--- src/rtl/uart_pkg.sv ---
// Shared UART definitions: receiver FSM states and frame constants.
package uart_pkg;

  localparam int unsigned UART_DATA_BITS          = 8;
  localparam int unsigned UART_OVERSAMPLE_DEFAULT = 16;

  typedef enum logic [2:0] {
    IDLE,
    START,
    DATA,
    PARITY,
    STOP,
    WAIT_HIGH
  } uart_rx_state_t;

endpackage

--- src/rtl/uart_baud_tick.sv ---
// Free-running clock divider producing a single-cycle tick every DIV clocks.
module uart_baud_tick #(
  parameter int unsigned DIV = 1
) (
  input  logic clk,
  input  logic rst,
  output logic tick
);

  localparam int unsigned CW = (DIV > 1) ? $clog2(DIV) : 1;
  localparam logic [CW-1:0] CNT_LAST = CW'(DIV - 1);

  if (DIV < 1) begin : g_div_check
    $error("uart_baud_tick: DIV must be at least 1");
  end

  logic [CW-1:0] cnt_q;

  always_ff @(posedge clk) begin
    if (rst) begin
      cnt_q <= '0;
    end else if (cnt_q == CNT_LAST) begin
      cnt_q <= '0;
    end else begin
      cnt_q <= cnt_q + 1'b1;
    end
  end

  assign tick = (cnt_q == CNT_LAST);

endmodule

--- src/rtl/uart_rx.sv ---
// 8N1 UART receiver with 16x oversampling and a one-entry valid/ack holding register.
// Define UART_RX_PARITY_EN to receive 8E1 frames and report parity errors.
module uart_rx
  import uart_pkg::*;
#(
  parameter int unsigned CLK_FREQ   = 50_000_000,
  parameter int unsigned BAUD_RATE  = 115_200,
  parameter int unsigned OVERSAMPLE = UART_OVERSAMPLE_DEFAULT
) (
  input  logic                      clk,
  input  logic                      rst,
  input  logic                      rx,
  input  logic                      rx_ack,
  output logic [UART_DATA_BITS-1:0] rx_data,
  output logic                      rx_valid,
  output logic                      rx_busy,
  output logic                      frame_err,
  output logic                      overrun,
  output logic                      parity_err
);

  localparam int unsigned DIV = CLK_FREQ / (BAUD_RATE * OVERSAMPLE);
  localparam int unsigned TW  = $clog2(OVERSAMPLE);
  localparam logic [TW-1:0] TICK_LAST = TW'(OVERSAMPLE - 1);
  // Start bit is re-checked on the (OVERSAMPLE/2-1)th tick after the falling edge.
  localparam logic [TW-1:0] TICK_MID  = TW'(OVERSAMPLE / 2 - 2);
  localparam logic [2:0]    BIT_LAST  = 3'(UART_DATA_BITS - 1);

  if ((OVERSAMPLE % 2) != 0 || OVERSAMPLE < 4) begin : g_os_check
    $error("uart_rx: OVERSAMPLE must be even and at least 4");
  end

  logic tick;

  uart_baud_tick #(
    .DIV (DIV)
  ) u_baud_tick (
    .clk  (clk),
    .rst  (rst),
    .tick (tick)
  );

  uart_rx_state_t            state_q;
  logic                      rx_meta_q, rx_s_q;
  logic [TW-1:0]             tick_cnt_q;
  logic [2:0]                bit_idx_q;
  logic [UART_DATA_BITS-1:0] shift_q, rx_data_q;
  logic                      rx_valid_q, frame_err_q, overrun_q;
  logic                      tick_done, stop_ok;

  assign tick_done = tick && (tick_cnt_q == TICK_LAST);
  assign stop_ok   = tick_done && (state_q == STOP) && rx_s_q;

`ifdef UART_RX_PARITY_EN
  logic parity_err_q;
  assign parity_err = parity_err_q;
`else
  assign parity_err = 1'b0;
`endif

  always_ff @(posedge clk) begin
    if (rst) begin
      state_q     <= IDLE;
      rx_meta_q   <= 1'b1;
      rx_s_q      <= 1'b1;
      tick_cnt_q  <= '0;
      bit_idx_q   <= '0;
      shift_q     <= '0;
      rx_data_q   <= '0;
      rx_valid_q  <= 1'b0;
      frame_err_q <= 1'b0;
      overrun_q   <= 1'b0;
`ifdef UART_RX_PARITY_EN
      parity_err_q <= 1'b0;
`endif
    end else begin
      rx_meta_q   <= rx;
      rx_s_q      <= rx_meta_q;
      frame_err_q <= 1'b0;
      overrun_q   <= 1'b0;
`ifdef UART_RX_PARITY_EN
      parity_err_q <= 1'b0;
`endif
      case (state_q)
        IDLE: begin
          if (tick && !rx_s_q) begin
            tick_cnt_q <= '0;
            state_q    <= START;
          end
        end
        START: begin
          if (tick) begin
            if (tick_cnt_q == TICK_MID) begin
              tick_cnt_q <= '0;
              bit_idx_q  <= '0;
              state_q    <= rx_s_q ? IDLE : DATA;
            end else begin
              tick_cnt_q <= tick_cnt_q + 1'b1;
            end
          end
        end
        DATA: begin
          if (tick_done) begin
            tick_cnt_q          <= '0;
            shift_q[bit_idx_q]  <= rx_s_q;
            bit_idx_q           <= bit_idx_q + 1'b1;
            if (bit_idx_q == BIT_LAST) begin
`ifdef UART_RX_PARITY_EN
              state_q <= PARITY;
`else
              state_q <= STOP;
`endif
            end
          end else if (tick) begin
            tick_cnt_q <= tick_cnt_q + 1'b1;
          end
        end
`ifdef UART_RX_PARITY_EN
        PARITY: begin
          if (tick_done) begin
            tick_cnt_q   <= '0;
            parity_err_q <= (^shift_q) ^ rx_s_q;
            state_q      <= STOP;
          end else if (tick) begin
            tick_cnt_q <= tick_cnt_q + 1'b1;
          end
        end
`endif
        STOP: begin
          if (tick_done) begin
            tick_cnt_q <= '0;
            if (rx_s_q) begin
              state_q <= IDLE;
            end else begin
              frame_err_q <= 1'b1;
              state_q     <= WAIT_HIGH;
            end
          end else if (tick) begin
            tick_cnt_q <= tick_cnt_q + 1'b1;
          end
        end
        // A held-low line must return high before another start can be seen.
        WAIT_HIGH: begin
          if (rx_s_q) begin
            state_q <= IDLE;
          end
        end
        default: state_q <= IDLE;
      endcase

      if (stop_ok) begin
        if (!rx_valid_q || rx_ack) begin
          rx_data_q  <= shift_q;
          rx_valid_q <= 1'b1;
        end else begin
          overrun_q <= 1'b1;
        end
      end else if (rx_ack) begin
        rx_valid_q <= 1'b0;
      end
    end
  end

  assign rx_data   = rx_data_q;
  assign rx_valid  = rx_valid_q;
  assign rx_busy   = (state_q != IDLE);
  assign frame_err = frame_err_q;
  assign overrun   = overrun_q;

endmodule

--- config.mk ---
export PLATFORM = sky130hd
export DESIGN_NAME = uart_rx
export DESIGN_NICKNAME = d
export VERILOG_FILES = /design/src/rtl/uart_pkg.sv /design/src/rtl/uart_baud_tick.sv /design/src/rtl/uart_rx.sv
export SDC_FILE = /design/constraint.sdc
export NUM_CORES = 1
export LEC_CHECK = 0
export CAP_MARGIN = 30
export CORE_ASPECT_RATIO = 1.75
export CORE_UTILIZATION = 35
export DETAILED_ROUTE_END_ITERATION = 7
export HOLD_SLACK_MARGIN = 0.1
export PLACE_DENSITY = 0.65
export SETUP_SLACK_MARGIN = 0.4
export SLEW_MARGIN = 10
export SYNTH_ARGS = -nofsm -noshare
export SYNTH_HDL_FRONTEND = slang
export SYNTH_SLANG_ARGS = --single-unit
export TNS_END_PERCENT = 50
--- constraint.sdc ---
create_clock -name clk -period 1.7 [get_ports clk]
set_input_delay 0.51 -clock clk [delete_from_list [all_inputs] [get_ports clk]]
set_output_delay 0.51 -clock clk [all_outputs]
set_load 0.05 [all_outputs]
-- Word level (Yosys, flattened, before mapping)
Index checks and enable logic that the tools add are counted.
- register bits: 36
- latch bits: 0
- bits in writable memories: 0
- bits in read-only memories: 0
- input port bits: 4
- output and inout port bits: 13
- word-level logic and storage cells: 87
- memories kept: 0
- add/subtract/negate cells: 3
- $mul: 0
- divide/modulo/power cells: 0
- magnitude comparators: 2
- equality and inequality tests: 17
- shift-type cells: 0
- mux-type cells: 28
- bitwise logic cells: 3
- reduce and logical (&&, ||, !) cells: 23
- operator list (cell ; number):
    2-to-1 mux 3 bit ; 11
    2-to-1 mux 4 bit ; 5
    case mux 3 bit (5 select lines) ; 1
    != test 2 bit (second input constant) ; 7
    case mux 4 bit (3 select lines) ; 1
    equality test 3 bit (second input constant) ; 3
    bitwise mux 8 bit ; 1
    AND reduction 4 bit ; 2
    AND reduction 7 bit ; 1
    2-to-1 mux 1 bit ; 6
    case mux 3 bit (2 select lines) ; 1
    AND reduction 2 bit ; 3
    nonzero test 3 bit ; 2
    OR reduction 2 bit ; 3
    adder 5 x 1 -> 5 bit (second input constant) ; 1
    equality test 5 bit (second input constant) ; 1
    logical AND 1 bit ; 5
    adder 4 x 1 -> 4 bit (second input constant) ; 1
    equality test 4 x 3 -> 1 bit (second input constant) ; 1
    equality test 4 bit (second input constant) ; 1
    < comparator 3 x 4 -> 1 bit (second input constant) ; 1
    nonzero test 2 bit ; 2
    adder 3 x 1 -> 3 bit (second input constant) ; 1
    demux 1 bit (select 3 bit) ; 1
    other kinds (11) ; 14

-- Logic depth before layout (Yosys ltp)
- depth after elaboration: 6
- gate-level depth with buffers: 7
- gate-level depth less buffers: 7

-- Cells and area by module
From an unflattened synthesis, not the netlist that was laid out.
- cells, all modules: 185
- area, all modules: 1735.4 um2
- by module, submodules not included (module ; instances ; cells an instance ; area each (um2) ; seq. area each (um2)):
    uart_rx ; 1 ; 163 ; 1476.4 ; 620.6
    uart_baud_tick ; 1 ; 22 ; 259.0 ; 100.1

-- Least setup slack after synthesis
Ideal clock, no wire load.
- path kind: register to register
- start point: register u_baud_tick.cnt_q[0]
- end point: register tick_cnt_q[0]
- library setup time: 0.070 ns
- arrival: 1.593 ns
- data required time: 1.630 ns
- path slack: 0.037 ns
- stages on the path, launching flop included: 8
- path buffers: 0
- period minus slack after synthesis: 1.663 ns
- cell sequence: dfxtp_1 -> inv_1 -> ha_1 -> nand4b_4 -> nor2_2 -> o221a_1 -> or3_1 -> a21oi_1
- cells in the longest elaborated chain, start to end: 4
- elaborated cells between the ends (all ways): 9
- classes of those cells: eq/ne (4); mux (2); reduce/logical (3)
- ends and longest elaborated chain (element ; line ; source):
    start, declared ; uart_baud_tick.sv:17 ; logic [CW-1:0] cnt_q;
    start signal, assigned ; uart_baud_tick.sv:25 ; cnt_q <= cnt_q + 1'b1;
    equality test 5 bit * ; uart_baud_tick.sv:29 ; assign tick = (cnt_q == CNT_LAST);
    logical AND 1 bit, on equally long branches ; uart_rx.sv:51, uart_rx.sv:86 ;
    != test 3 x 1 -> 1 bit (no source line), or another cell as far along ; n/a ;
    AND reduction 4 bit (no source line) or case mux 4 bit (3 select lines) (tied branches) ; n/a ;
    end signal, assigned ; uart_rx.sv:98 ; tick_cnt_q <= tick_cnt_q + 1'b1;
    end signal, assigned ; uart_rx.sv:115 ; tick_cnt_q <= tick_cnt_q + 1'b1;
    end signal, assigned ; uart_rx.sv:139 ; tick_cnt_q <= tick_cnt_q + 1'b1;
    end, declared ; uart_rx.sv:45 ; logic [TW-1:0] tick_cnt_q;
Mark *: on every way between the ends. The rest lies on a longest branch, timed or not.
A chain may end at the register's enable or synchronous reset.

-- Worst setup path after layout
- start point: register state_q[2]
- end point: register shift_q[2]
- cells in the longest elaborated chain, start to end: 2
- ends and longest elaborated chain (element ; line ; source):
    start, declared ; uart_rx.sv:43 ; uart_rx_state_t state_q;
    start signal, assigned ; uart_rx.sv:96 ; state_q <= rx_s_q ? IDLE : DATA;
    equality test 3 x 2 -> 1 bit ; uart_rx.sv:84 ; case (state_q)
    AND reduction 2 bit (no source line) ; n/a ;
    end signal, assigned by index ; uart_rx.sv:105 ; shift_q[bit_idx_q] <= rx_s_q;
    end, declared ; uart_rx.sv:47 ; logic [UART_DATA_BITS-1:0] shift_q, rx_data_q;
No other way between the ends.

==> summary.txt <==
Outcome
  – Outcome: finished, violations left
  – Failing checks: negative setup slack

Min path
  – Hold WC Path Type: register to register
  – Hold Path Cell Cnt: 1
  – Hold endpoint: rx_s_q
  – Startpoint of the worst hold path: rx_meta_q

Detailed routing
  – Vias/cell: 5.347
  – Final WL: 3857 um
  – Met2 Routed Length: 2152 um
  – DRT Pass-1 Iters: 4
  – Uppermost layer routed: met4
  – Met3 WL: 99 um
  – 1st-iter DRT viols: 42
  – Drc violations: 0
  – Vias: 1465
  – Wire per inst: 14.08 um
  – Metal1 wirelength: 1491 um
  – Routed Antenna Nets: 0

Clock network
  – H-tree Lvls: 2
  – Clock Latency Late Sink: 290 ps
  – CTS Buf Count: 5
  – Clk sinks: 36
  – Clk buf depth: 2
  – CTS tree: built
  – Clock slew at reported path FFs: 80 ps
  – Root Buffer: clkbuf_8
  – Hold_buf cts: 0

Finish
  – Layout cells sized above 1: 37.22%
  – Antenna cell count: 0
  – Syn-to-layout area delta: 45.47%
  – Post-layout nets: 232
  – Register area: 738.2 um^2
  – Multi-input logic area: 1028 um^2
  – Fill count: 418
  – Final core occ: 54.27%

Flow run
  – Max Cap Viol: 0

Worst setup path
  – Worst R2R Setup Slack: -3 ps
  – Arr. time, crit path: 1890 ps
  – Setup crit end kind: register
  – Reg2reg path depth: 5
  – CP Depth: 5
  – CP max stage cell: or3b_4
  – CP cell instances: or3b_4 > nor4_4 > nand3b_1 > mux2i_1 > nor2_1
  – Req. time, crit path: 1890 ps
  – Setup CP Type: register to register
  – Crit-path leading delay family: simple AND/OR/NAND/NOR gates
  – CP max stage delay: 460 ps
  – Startpoint class of the critical path: register
  – R2r endpoint: shift_q[2]
  – R2r startpoint: state_q[2]
  – WP buf/inv: 0
  – Critical Path Fanout Max: 5

Global routing
  – Antenna violations before repair: 0
  – First-pass GRT wire length: 6458 um
  – All-Layer GR Usage: 17.28%
  – Largest net degree at the start of global routing: 19
  – Total global routing overflow: 0
  – Vias in the first global route: 1472

Floorplan
  – Die footprint: 5071 um^2
  – Row count: 32
  – Vert. Die Dim: 93.46 um
  – Die X: 54.26 um
  – IO Count: 17
  – Initial Util: 37.30%
  – Core Area: 4484 um^2

STA
  – Worst setup margin: -2.934 ps
  – RSZ-0062 raised after global routing: yes
  – Slew Limit Fails: 0
  – Min Tclk post-route: 1703 ps
  – Fmax: 587.2 MHz
  – WHS: 413.9 ps
  – Final Hold Viols: 0
  – Clock Skews: 6.242 ps
  – Final worst-path cycle share: 100.2%
  – Setup violators final: 1

Placement
  – DP HPWL: 2565 um
  – PortBufs: 15
  – Final GP Congestion: 0.8689

Yosys
  – Top-area cell type share of the netlist area: 43.08%
  – Yosys cell types: 42
  – Syn Nets: 195
  – Most frequent cell after synthesis: dfxtp_1
  – Post-synth top cells: 36 x dfxtp_1, 31 x nor2_1, 15 x mux2i_1
  – Syn_area_per_cell: 9.042 um^2
  – EDFF count, synth: 0
  – Sequential area share after synthesis: 43.08%
  – Synth Warn #: 0
  – Most used DFF post-synth: dfxtp_1
  – Ys async rst share: 0%
  – Yosys reg bits: 36
  – Mapped Cells: 185
  – Synthesized area: 1673 um^2
  – Ranking of synthesized cells by area: dfxtp_1 43%, mux2i_1 9.0%, nor2_1 7.0%, ha_1 4.5%, nand3_1 3.0%
  – Cell accounting for the most synthesized area: dfxtp_1

Power and ir drop
  – Peak VDD IR: 557.7 uV
  – Reg power frac: 51.0%
  – Psw: 0.3657 mW
  – Logic pwr share: 3.8%
  – Cell Pwr Density: 688.8 nW/um^2
  – Leakage: 1.022 nW
  – Clock power frac: 45.1%
  – Switching share of power: 21.81%
  – Int Power: 1.311 mW
[power groups by stage]
stage	Combinational, mW	Sequential [mW]	Clock, mW
6_report	0.0642	0.856	0.756
5_1_grt	0.0707	0.856	0.807
2_1_floorplan	0.0423	0.878	0
4_1_cts	0.0628	0.856	0.779
3_5_place_dp	0.0624	0.879	0
3_3_place_gp	0.0616	0.878	0
[layout make-up]
| type | instances | share of cell area, % |
|---|---|---|
| timing repair buffer | 40 | 19.59 |
| inverter | 4 | 0.6170 |
| sequential | 36 | 30.33 |
| multi-input combinational | 135 | 42.26 |
| clock inverter | 3 | 1.748 |
| clock buffer | 5 | 2.828 |
| tap | 51 | 2.622 |
[routing by layer]
metal	vias to the layer above	track usage (%)
met2	26	29.98
met3	12	2.602
met1	703	19.17
li1	724	-
met5	-	0
met4	0	8.761
[layout by cell type (no fill, tap or decap), drive strengths merged, types with 3 or more instances in the layout]
master         count
a21oi              7
nor3b              3
nand4              3
clkdlybuf4s50      3
mux2i             15
nor3               3
nand3             10
ha                 6
nand3b             3
nand4b             4
clkbuf             5
nand2              9
dfxtp             36
a22oi              4
nand2b             4
o21ai              9
inv                4
buf               37
nor2              32
[how the worst max path moves through the flow]
stage	from	endpoint
global route	u_baud_tick.cnt_q[0]	rx_data[7]
floorplan	u_baud_tick.cnt_q[0]	tick_cnt_q[0]
detailed placement	rx_ack	rx_data[1]
global placement	rx_ack	rx_data[7]
finish	state_q[2]	shift_q[2]
CTS	state_q[2]	rx_busy
[state kept, by name (all words and copies together), names as in the netlist]
signal / flops
bit_idx_q: 3
shift_q: 8
rx_data: 8
tick_cnt_q: 4
overrun: 1
state_q: 3
rx_valid: 1
u_baud_tick.cnt_q: 5
rx_s_q: 1
rx_meta_q: 1
frame_err: 1
[stage by stage]
stage	instances	TNS, ps	power [mW]	worst slack (ps)	area, um^2
finish	274	-2.934	1.676	-2.934	2434
global route	274	-744.1	1.734	-80.63	2434
CTS	271	0	1.698	1.168	2340
detailed placement	257	-525.0	0.9414	-78.54	2138
global placement	257	-412.5	0.9401	-57.80	2138
floorplan	185	0	0.9206	115.7	1728
[timing repair]
action                                  CTS  global route
setup buffers                             6             3
gates resized for setup                  15            20
endpoints found under the setup margin   41            45
pin swaps                                 9            20
[cell families after synthesis]
| kind of cell | share of synthesized area, % |
|---|---|
| simple gates | 27.75 |
| fa+ha+maj | 4.488 |
| compound gates | 10.99 |
| other cells | 0.2242 |
| flops | 43.08 |
| mux | 8.975 |
| xor+xnor | 1.047 |
| buf+inv | 3.440 |
[worst register-to-register path, stage by stage (launching register included)]
cell and delay, ps:
dfxtp_2 350, or3b_4 460, nor4_4 380, nand3b_1 160
mux2i_1 200, nor2_1 60
No activity file was read; power rests on OpenSTA's default activity.
